File: config.mk
export PLATFORM = sky130hd
export DESIGN_NAME = ex_stage_pipe
export DESIGN_NICKNAME = d
export VERILOG_FILES = /design/src/rtl/ex_stage_pipe_pkg.sv /design/src/rtl/ex_lane_alu.sv /design/src/rtl/ex_stage_pipe.sv
export SDC_FILE = /design/constraint.sdc
export NUM_CORES = 1
export LEC_CHECK = 0
export ABC_AREA = 0
export CAP_MARGIN = 20
export CORE_UTILIZATION = 31
export DETAILED_ROUTE_END_ITERATION = 12
export DONT_BUFFER_PORTS = 1
export SKIP_LAST_GASP = 1
export SLEW_MARGIN = 20
export SYNTH_ARGS = -nofsm -noshare
export SYNTH_HDL_FRONTEND = slang
export SYNTH_SLANG_ARGS = --single-unit
export TNS_END_PERCENT = 30
File: constraint.sdc
create_clock -name clk_i -period 8.3 [get_ports clk_i]
set_input_delay 0.83 -clock clk_i [delete_from_list [all_inputs] [get_ports clk_i]]
set_output_delay 0.83 -clock clk_i [all_outputs]
set_load 0.005 [all_outputs]
File: src/rtl/ex_stage_pipe_pkg.sv
// Shared types for the execute stage: op classes, ALU opcodes,
// jump conditions, flag bit positions and the stage FSM states.
package ex_stage_pipe_pkg;

    typedef enum logic [1:0] {
        CLS_SALU = 2'b00,
        CLS_VALU = 2'b01,
        CLS_SSWP = 2'b10,
        CLS_VSWP = 2'b11
    } op_class_e;

    typedef enum logic [2:0] {
        OP_ADD  = 3'b000,
        OP_SUB  = 3'b001,
        OP_AND  = 3'b010,
        OP_OR   = 3'b011,
        OP_XOR  = 3'b100,
        OP_SHL1 = 3'b101,
        OP_SHR1 = 3'b110,
        OP_PASS = 3'b111
    } alu_op_e;

    typedef enum logic [1:0] {
        CND_AL = 2'b00,
        CND_EQ = 2'b01,
        CND_NE = 2'b10,
        CND_LT = 2'b11
    } cond_e;

    localparam int FLG_N = 3;
    localparam int FLG_Z = 2;
    localparam int FLG_C = 1;
    localparam int FLG_V = 0;

    typedef enum logic [1:0] {
        ST_IDLE  = 2'b00,
        ST_VBUSY = 2'b01,
        ST_HOLD  = 2'b10
    } state_e;

    function automatic logic cond_true(input cond_e c,
                                       input logic [3:0] f);
        logic t;
        t = 1'b1;
        unique case (c)
            CND_AL: t = 1'b1;
            CND_EQ: t = f[FLG_Z];
            CND_NE: t = !f[FLG_Z];
            CND_LT: t = f[FLG_N] ^ f[FLG_V];
            default: t = 1'b1;
        endcase
        return t;
    endfunction

endpackage

File: src/rtl/ex_lane_alu.sv
// Combinational W-bit element ALU; used per vector lane and,
// at register width with flags enabled, as the scalar ALU.
import ex_stage_pipe_pkg::*;

module ex_lane_alu #(
    parameter int W        = 8,
    parameter bit FLAGS_EN = 1'b0
) (
    input  logic [W-1:0] a_i,
    input  logic [W-1:0] b_i,
    input  alu_op_e      op_i,
    output logic [W-1:0] res_o,
    output logic         c_o,
    output logic         v_o
);

    logic [W:0]   sum;
    logic [W-1:0] r;
    logic         c;
    logic         v;

    // Opcode decode; sub reports carry as NOT borrow
    always_comb begin
        sum = '0;
        r   = '0;
        c   = 1'b0;
        v   = 1'b0;
        unique case (op_i)
            OP_ADD: begin
                sum = {1'b0, a_i} + {1'b0, b_i};
                r   = sum[W-1:0];
                c   = sum[W];
                v   = (a_i[W-1] == b_i[W-1]) &&
                      (r[W-1] != a_i[W-1]);
            end
            OP_SUB: begin
                sum = {1'b0, a_i} - {1'b0, b_i};
                r   = sum[W-1:0];
                c   = ~sum[W];
                v   = (a_i[W-1] != b_i[W-1]) &&
                      (r[W-1] != a_i[W-1]);
            end
            OP_AND: r = a_i & b_i;
            OP_OR:  r = a_i | b_i;
            OP_XOR: r = a_i ^ b_i;
            OP_SHL1: begin
                r = {a_i[W-2:0], 1'b0};
                c = a_i[W-1];
            end
            OP_SHR1: begin
                r = {1'b0, a_i[W-1:1]};
                c = a_i[0];
            end
            OP_PASS: r = b_i;
            default: r = '0;
        endcase
        res_o = r;
        c_o   = FLAGS_EN ? c : 1'b0;
        v_o   = FLAGS_EN ? v : 1'b0;
    end

endmodule

File: src/rtl/ex_stage_pipe.sv
// Registered, handshaked execute stage: scalar/vector ALU,
// bit/element swap and condition unit for jumps.
import ex_stage_pipe_pkg::*;

module ex_stage_pipe #(
    parameter int REGI_SIZE  = 16,
    parameter int ELEM_SIZE  = 8,
    parameter int VECT_SIZE  = 8,
    parameter int VECT_LANES = 2,
    parameter int JUMP_BITS  = 10,
    localparam int PW = $clog2(REGI_SIZE),
    localparam int VB = ELEM_SIZE * VECT_SIZE
) (
    input  logic                 clk_i,
    input  logic                 rst_i,
    input  logic                 flush_i,
    input  logic                 in_valid_i,
    output logic                 in_ready_o,
    input  logic [1:0]           op_class_i,
    input  logic [2:0]           alu_op_i,
    input  logic [REGI_SIZE-1:0] int_rsa_i,
    input  logic [REGI_SIZE-1:0] int_rsb_i,
    input  logic [VB-1:0]        vec_rsa_i,
    input  logic [VB-1:0]        vec_rsb_i,
    input  logic [PW-1:0]        pos_a_i,
    input  logic [PW-1:0]        pos_b_i,
    input  logic                 jump_en_i,
    input  logic [1:0]           cond_i,
    input  logic [JUMP_BITS-1:0] jump_addr_i,
    output logic                 out_valid_o,
    input  logic                 out_ready_i,
    output logic [1:0]           out_class_o,
    output logic [REGI_SIZE-1:0] int_res_o,
    output logic [VB-1:0]        vec_res_o,
    output logic [3:0]           flags_o,
    output logic                 br_taken_o,
    output logic [JUMP_BITS-1:0] br_addr_o
);

    localparam int BEATS = VECT_SIZE / VECT_LANES;
    localparam int BW    = (BEATS > 1) ? $clog2(BEATS) : 1;
    localparam int VW    = $clog2(VECT_SIZE);

    state_e               state_q, state_d;
    logic [BW-1:0]        beat_q, beat_d;
    logic [VB-1:0]        va_q, va_d;
    logic [VB-1:0]        vb_q, vb_d;
    alu_op_e              vop_q, vop_d;
    logic [1:0]           class_q, class_d;
    logic [REGI_SIZE-1:0] int_res_q, int_res_d;
    logic [VB-1:0]        vec_res_q, vec_res_d;
    logic [3:0]           flags_q, flags_d;
    logic                 br_taken_q, br_taken_d;
    logic [JUMP_BITS-1:0] br_addr_q, br_addr_d;

    logic                 accept;
    logic                 cond_hit;
    logic [REGI_SIZE-1:0] s_res;
    logic                 s_c;
    logic                 s_v;
    logic [REGI_SIZE-1:0] sswap;
    logic [VB-1:0]        vswap;
    logic [VW-1:0]        epa;
    logic [VW-1:0]        epb;

    logic [ELEM_SIZE-1:0] lane_a [VECT_LANES];
    logic [ELEM_SIZE-1:0] lane_b [VECT_LANES];
    logic [ELEM_SIZE-1:0] lane_r [VECT_LANES];
    logic [VECT_LANES-1:0] lane_c_unused;
    logic [VECT_LANES-1:0] lane_v_unused;

    assign in_ready_o = (state_q == ST_IDLE) ||
                        (state_q == ST_HOLD && out_ready_i);
    assign accept   = in_valid_i && in_ready_o && !flush_i;
    assign cond_hit = cond_true(cond_e'(cond_i), flags_q);

    ex_lane_alu #(
        .W        (REGI_SIZE),
        .FLAGS_EN (1'b1)
    ) u_salu (
        .a_i   (int_rsa_i),
        .b_i   (int_rsb_i),
        .op_i  (alu_op_e'(alu_op_i)),
        .res_o (s_res),
        .c_o   (s_c),
        .v_o   (s_v)
    );

    for (genvar l = 0; l < VECT_LANES; l++) begin : g_lane
        ex_lane_alu #(
            .W        (ELEM_SIZE),
            .FLAGS_EN (1'b0)
        ) u_lane (
            .a_i   (lane_a[l]),
            .b_i   (lane_b[l]),
            .op_i  (vop_q),
            .res_o (lane_r[l]),
            .c_o   (lane_c_unused[l]),
            .v_o   (lane_v_unused[l])
        );
    end

    // Route the current beat's elements to the lane ALUs
    always_comb begin
        for (int l = 0; l < VECT_LANES; l++) begin
            int idx;
            idx = int'(beat_q) * VECT_LANES + l;
            lane_a[l] = va_q[idx*ELEM_SIZE +: ELEM_SIZE];
            lane_b[l] = vb_q[idx*ELEM_SIZE +: ELEM_SIZE];
        end
    end

    // Bit and element swaps on the incoming operands
    always_comb begin
        epa   = pos_a_i[VW-1:0];
        epb   = pos_b_i[VW-1:0];
        sswap = int_rsa_i;
        sswap[pos_a_i] = int_rsa_i[pos_b_i];
        sswap[pos_b_i] = int_rsa_i[pos_a_i];
        vswap = vec_rsa_i;
        vswap[int'(epa)*ELEM_SIZE +: ELEM_SIZE] =
            vec_rsa_i[int'(epb)*ELEM_SIZE +: ELEM_SIZE];
        vswap[int'(epb)*ELEM_SIZE +: ELEM_SIZE] =
            vec_rsa_i[int'(epa)*ELEM_SIZE +: ELEM_SIZE];
    end

    // Next-state, beat sequencing and result capture
    always_comb begin
        state_d    = state_q;
        beat_d     = beat_q;
        va_d       = va_q;
        vb_d       = vb_q;
        vop_d      = vop_q;
        class_d    = class_q;
        int_res_d  = int_res_q;
        vec_res_d  = vec_res_q;
        flags_d    = flags_q;
        br_taken_d = br_taken_q;
        br_addr_d  = br_addr_q;
        if (flush_i) begin
            state_d = ST_IDLE;
        end else begin
            unique case (state_q)
                ST_VBUSY: begin
                    for (int l = 0; l < VECT_LANES; l++) begin
                        int idx;
                        idx = int'(beat_q) * VECT_LANES + l;
                        vec_res_d[idx*ELEM_SIZE +: ELEM_SIZE] =
                            lane_r[l];
                    end
                    beat_d = beat_q + BW'(1);
                    if (beat_q == BW'(BEATS - 1))
                        state_d = ST_HOLD;
                end
                ST_HOLD: begin
                    if (out_ready_i)
                        state_d = ST_IDLE;
                end
                default: state_d = state_q;
            endcase
            if (accept) begin
                state_d    = (op_class_i == CLS_VALU) ?
                             ST_VBUSY : ST_HOLD;
                class_d    = op_class_i;
                br_taken_d = jump_en_i && cond_hit;
                br_addr_d  = jump_addr_i;
                beat_d     = '0;
                unique case (op_class_i)
                    CLS_SALU: begin
                        int_res_d = s_res;
                        flags_d[FLG_N] = s_res[REGI_SIZE-1];
                        flags_d[FLG_Z] = (s_res == '0);
                        flags_d[FLG_C] = s_c;
                        flags_d[FLG_V] = s_v;
                    end
                    CLS_VALU: begin
                        va_d  = vec_rsa_i;
                        vb_d  = vec_rsb_i;
                        vop_d = alu_op_e'(alu_op_i);
                    end
                    CLS_SSWP: int_res_d = sswap;
                    CLS_VSWP: vec_res_d = vswap;
                    default: int_res_d = int_res_q;
                endcase
            end
        end
    end

    // State and result registers
    always_ff @(posedge clk_i or negedge rst_i) begin
        if (!rst_i) begin
            state_q    <= ST_IDLE;
            beat_q     <= '0;
            va_q       <= '0;
            vb_q       <= '0;
            vop_q      <= OP_ADD;
            class_q    <= '0;
            int_res_q  <= '0;
            vec_res_q  <= '0;
            flags_q    <= '0;
            br_taken_q <= 1'b0;
            br_addr_q  <= '0;
        end else begin
            state_q    <= state_d;
            beat_q     <= beat_d;
            va_q       <= va_d;
            vb_q       <= vb_d;
            vop_q      <= vop_d;
            class_q    <= class_d;
            int_res_q  <= int_res_d;
            vec_res_q  <= vec_res_d;
            flags_q    <= flags_d;
            br_taken_q <= br_taken_d;
            br_addr_q  <= br_addr_d;
        end
    end

    assign out_valid_o = (state_q == ST_HOLD);
    assign out_class_o = class_q;
    assign int_res_o   = int_res_q;
    assign vec_res_o   = vec_res_q;
    assign flags_o     = flags_q;
    assign br_taken_o  = br_taken_q && out_valid_o;
    assign br_addr_o   = br_addr_q;

endmodule
---- Word-level counts from Yosys, hierarchy flattened ----
Cells that the tools add are included.
storage, ports and cells
  flip-flop bits (word level) ............. 232
  input port bits ......................... 191
  output and inout port bits .............. 99
  word-level logic and storage cells ...... 141
operators by class
  add/sub/neg operators ................... 12
  order comparisons ....................... 4
  equal/unequal tests ..................... 29
  shift-type cells ........................ 14
  multiplexer cells ....................... 32
  bitwise logic cells ..................... 12
  reductions and logical operators ........ 27
operators by type and width
  operator                 number
  $bwmux 64                4
  $shift 8x33->64 const A  4
  $shiftx 64x7->8          4
  $shiftx 8x33->64         4
  $mux 64                  3
  $pmux 16 s8              1
  $pmux 8 s8               2
  $shiftx 64x32->8         2
  $neg 6->33               3
  $neg 7->33               1
  $bwmux 16                2
  $pmux 16 s2              1
  $eq 3x3->1 const B       8
  $add 16x16->17           1
  $sub 16x16->17           1
  $add 8x8->8              2
  $and 16x16->16           1
  $and 8x8->8              2
  $logic_not 16->1         1
  $or 16x16->16            1
  $or 8x8->8               2
  $sub 8x8->8              2
  $xor 16x16->16           1
  $xor 8x8->8              2
  other kinds (30)         75

---- Depth between registers and ports, before layout ----
  depth in word-level cells ............... 9
  mapped depth ............................ 17
  gate-level depth less buffers ........... 16

---- Modules after synthesis ----
From an unflattened synthesis, not the netlist that was laid out.
second synthesis, totals
  cells, all modules ...................... 1982
  area, all modules ....................... 19278.5 µm²
by module, submodules not included
  module                               times used  cells an instance  area each (µm²)  seq. area each (µm²)
  ex_stage_pipe                        1           1237               13917.1          5805.6
  ex_lane_alu at u_salu                1           431                2909.0           0.0
  ex_lane_alu at g_lane[0].u_lane ...  2           157                1226.2           0.0

---- Worst setup path after synthesis ----
No wires, ideal clock.
  kind .................................... register to register
  from .................................... register beat_q[0]
  to ...................................... register vec_res_q[30] (netlist: vec_res_o[30])
  setup time .............................. 0.121 ns
  arrival ................................. 3.707 ns
  required time ........................... 8.179 ns
  setup slack ............................. 4.472 ns
  stages on the path, launching flop included .. 18
  buffers on the path ..................... 2
  clock period less this slack ............ 3.828 ns
  path through ............................ dfrtp_1 -> buf_2 -> buf_2 -> mux4_2 -> inv_1 -> ha_1 -> nand2_1 -> o21ai_0 -> fa_1 -> nor2b_1 -> o21ai_0 -> nand2b_1 -> a21o_1 -> a21oi_1 -> xnor2_1 -> a221oi_1 -> o22ai_1 -> a22o_1
between the ends
  cells in the longest elaborated chain, start to end .. 9
  elaborated cells between the ends (all ways) .. 28
  those cells by class .................... 7 x add/sub; 8 x shift; 7 x mux; 6 x bitwise
RTL lines
  item                                            line                                        text
  from (decl)                                     ex_stage_pipe.sv:45                         logic [BW-1:0] beat_q, beat_d;
  from (signal assigned)                          ex_stage_pipe.sv:205                        beat_q <= beat_d;
  $add 3x1->4 (tied with other cells)             ex_stage_pipe.sv:107, ex_stage_pipe.sv:147
  $shiftx 64x32->8 (tied with other cells)        ex_stage_pipe.sv:108                        lane_a[l] = va_q[idx*ELEM_SIZE +: ELEM_SIZE];
  $sub 8x8->8 (tied with other cells)             ex_lane_alu.sv:37                           sum = {1'b0, a_i} - {1'b0, b_i};
  $pmux 8 s8 or $shiftx 8x33->64 (tied branches)  ex_lane_alu.sv:28, ex_stage_pipe.sv:148
  $shiftx 8x33->64 or $bwmux 64 (tied branches)   ex_stage_pipe.sv:148                        vec_res_d[idx*ELEM_SIZE +: ELEM_SIZE] =
  $bwmux 64 (*)                                   ex_stage_pipe.sv:148
  $mux 64 (*)                                     ex_stage_pipe.sv:143                        unique case (state_q)
  $mux 64                                         ex_stage_pipe.sv:168                        unique case (op_class_i)
  $mux 64 (*)                                     ex_stage_pipe.sv:161                        if (accept) begin
  to (signal assigned)                            ex_stage_pipe.sv:211                        vec_res_q <= vec_res_d;
  to (decl)                                       ex_stage_pipe.sv:51                         logic [VB-1:0] vec_res_q, vec_res_d;
Every way passes the cells marked *; elsewhere a longest branch is shown, timed or not.
A chain may end at the register's enable or synchronous reset.

---- Worst setup path after layout ----
  from .................................... register beat_q[0]
  to ...................................... register vec_res_q[6] (netlist: vec_res_o[6])
The elaborated chain is that of the path after synthesis.

==> impl_metrics.env <==
export IMPL_clockRootBuffer="clkbuf_16"
export IMPL_port_buffers=0
export IMPL_start_util_pct=31.6
export IMPL_antenna_found_initial=4
export IMPL_ant_nets=0
export IMPL_report_final_slew_viol_count=0
export IMPL_place_hpwl_mm=56.6
export IMPL_critPathTopFamily="compound AO/OA/AOI/OAI gates"
export IMPL_leakage_uw=0.00839
export IMPL_syn_area_um2=18800
export IMPL_die_w_um=248
export IMPL_tightest_slew_ns=1.08
export IMPL_maxSlewHeadroom_pct=28.2
export IMPL_grt_max_degree=233
export IMPL_hold_viol=0
export IMPL_crit_chain="buf_4 > mux4_2 > inv_1 > ha_1 > nand2_1 > o21ai_0 > fa_1 > nor2b_1 > o21ai_0 > nand2b_1 > a21o_1 > a21oi_1 > xnor2_1 > a221oi_1 > o22ai_1 > a22o_1"
export IMPL_nNetsFinal=2240
export IMPL_cp_arrival_ns=5.43
export IMPL_syn_nets=2329
export IMPL_path_class="reg2reg"
export IMPL_critPathMaxStageDelay_ns=0.74
export IMPL_grt_overflow_total=0
export IMPL_ys_warnings_count=0
export IMPL_ios=290
export IMPL_crit_required_ns=8.78
export IMPL_tritoncts="yes"
export IMPL_peakVddDrop_uv=195
export IMPL_regArea_um2=5810
export IMPL_period_minus_slack_ns=4.95
export IMPL_dp_cells=2669
export IMPL_hold_path_class="in2async"
export IMPL_fmax_ghz=0.202
export IMPL_design_core_area_um2=59500
export IMPL_postCtsResizedCells=0
export IMPL_syn_avg_cell_area_um2=9.30
export IMPL_gp_congestion=0.981
export IMPL_finalCritPeriodShare_pct=59.6
export IMPL_outcome="finished clean"
export IMPL_final_setup_skew_ns=0.0242
export IMPL_firstDrtPassIters=7
export IMPL_netlist_area_leader_share_pct=30.9
export IMPL_syn_to_final_growth_pct=8.58
export IMPL_setup_tns_ns=0
export IMPL_multiInputGateArea_um2=12000
export IMPL_grt_pass1_vias=15400
export IMPL_hold_ws_ns=0.145
export IMPL_synth_edf_count=0
export IMPL_fillers=6126
export IMPL_wl_per_cell_um=26.7
export IMPL_grt_pass1_wl_mm=105
export IMPL_vias=16200
export IMPL_track_usage_pct=22.9
export IMPL_finalSetupViolCount=0
export IMPL_cap_violations=0
export IMPL_powerDensity_nw_per_um2=273
export IMPL_routed_wirelength_mm=72.7
export IMPL_cpMostUsedCell="o21ai_0"
export IMPL_path_max_fanout=32
export IMPL_viasPerCell=5.93
export IMPL_clk_pin_slew_ns=0.06
export IMPL_critPathSlowestCell="a221oi_1"
export IMPL_htree_levels=1
export IMPL_drive_above_1_share_pct=16.8
export IMPL_rsz0062_at_grt="false"
export IMPL_final_common_cell="dfrtp_1"
export IMPL_fp_row_count=89
export IMPL_crit_buf_inv=2
export IMPL_layout_common_cells="dfrtp_1, nand2_1, mux2_2"
export IMPL_clock_latency_ns=0.60
export IMPL_start_kind="flip-flop"
export IMPL_cts_sinks=232
export IMPL_dieArea_um2=61600
export IMPL_drc=0
export IMPL_yosys_area_top_type="dfrtp_1"
export IMPL_cts_inserted_buffers=29
export IMPL_die_h_um=248
export IMPL_first_iter_violations=1458
export IMPL_synthArstFlopShare_pct=100
export IMPL_ys_flop_type="dfrtp_1"
export IMPL_clock_path_buffers=3
export IMPL_synth_area_top_cells="dfrtp_1, mux4_2, mux2_2"
export IMPL_synth_cell_types=83
export IMPL_fin_cells=2728
export IMPL_synth_cells=2019
export IMPL_critPathCaptureType="flip-flop"
export IMPL_synth_seq_cells=232
export IMPL_synth_seq_area_share_pct=30.9
-- where the power goes --
group / leakage (uW) / internal [uW] / switching (uW)
clock: 0.000462 / 752 / 551
sequential: 0.00283 / 1490 / 303
combinational: 0.00510 / 1050 / 1420
total: 0.00839 / 3290 / 2270
-- cell type report --
type | count | area share (%)
Multi-Input combinational cell | 1541 | 59.1
Sequential cell | 232 | 28.5
Tap cell | 773 | 4.74
Clock buffer | 39 | 3.99
Inverter | 109 | 2.01
Timing Repair Buffer | 17 | 0.920
Clock inverter | 14 | 0.742
Antenna cell | 3 | 0.0368
-- registers in the layout (all words and copies together), names as in the netlist --
name and flops:
beat_q 2, br_addr_o 10, br_taken_q 1, flags_o 4
int_res_o 16, out_class_o 2, state_q 2, va_q 64
vb_q 64, vec_res_o 64, vop_q 3
-- what timing repair did --
item                                   CTS  global route
hold buffers                             1             0
endpoints found under the hold margin  232             0
setup buffers                            0             0
-- cell families after synthesis --
group                      share of synthesized area, %
DFF                                                30.9
adders and majority gates                          8.09
AOI/OAI and AO/OA                                  18.7
xor gates and xnor gates                           1.45
muxes                                              22.7
buffers and inverters                              5.08
and+or+nand+nor                                    13.1
-- cell usage after synthesis (28+ instances only) --
cell	count
o22ai_1	45
dfrtp_1	232
nand2_1	212
mux2i_1	68
nor3_1	34
ha_1	115
o21ai_0	146
clkbuf_1	100
mux4_2	83
inv_1	105
nor2_1	149
a21oi_1	145
nand3_1	29
mux2_2	151
a22o_1	28
-- worst paths after layout --
check                          start       endpoint  slack, ns  cells after the start
max                        beat_q[0]   vec_res_o[6]       3.35                     16
min                            rst_i  vec_res_o[52]       0.15                      1
max reg2reg                beat_q[0]   vec_res_o[6]       3.35                     16
min reg2reg                 vb_q[34]       vb_q[34]       0.50                      1
max in group asynchronous      rst_i      beat_q[0]       7.07                      2
min in group clk_i           flush_i  vec_res_o[55]       0.33                      1
-- routing by layer --
layer / vias up / share of wire [%] / track usage, %
met3: 94 / 9.0 / 5.72
met4: 0 / 3.0 / 7.03
met1: 8102 / 44 / 32.0
met5: - / 0 / 0
met2: 724 / 44 / 34.7
li1: 7263 / - / -
-- stage by stage --
| step | setup WS [ns] | area, um^2 | power [uW] | util (%) |
|---|---|---|---|---|
| after floorplan | 4.47 | 18800 | 3490 | - |
| after detailed placement | 3.35 | 19300 | 4220 | 32.5 |
| after global routing | 2.90 | 20400 | 5920 | 34.3 |
| after CTS | 3.33 | 20300 | 5580 | 34.2 |
| final | 3.35 | 20400 | 5560 | 34.3 |
| after global placement | 3.48 | 19300 | 4160 | 32.5 |
Power figures use the tool's default switching activity.
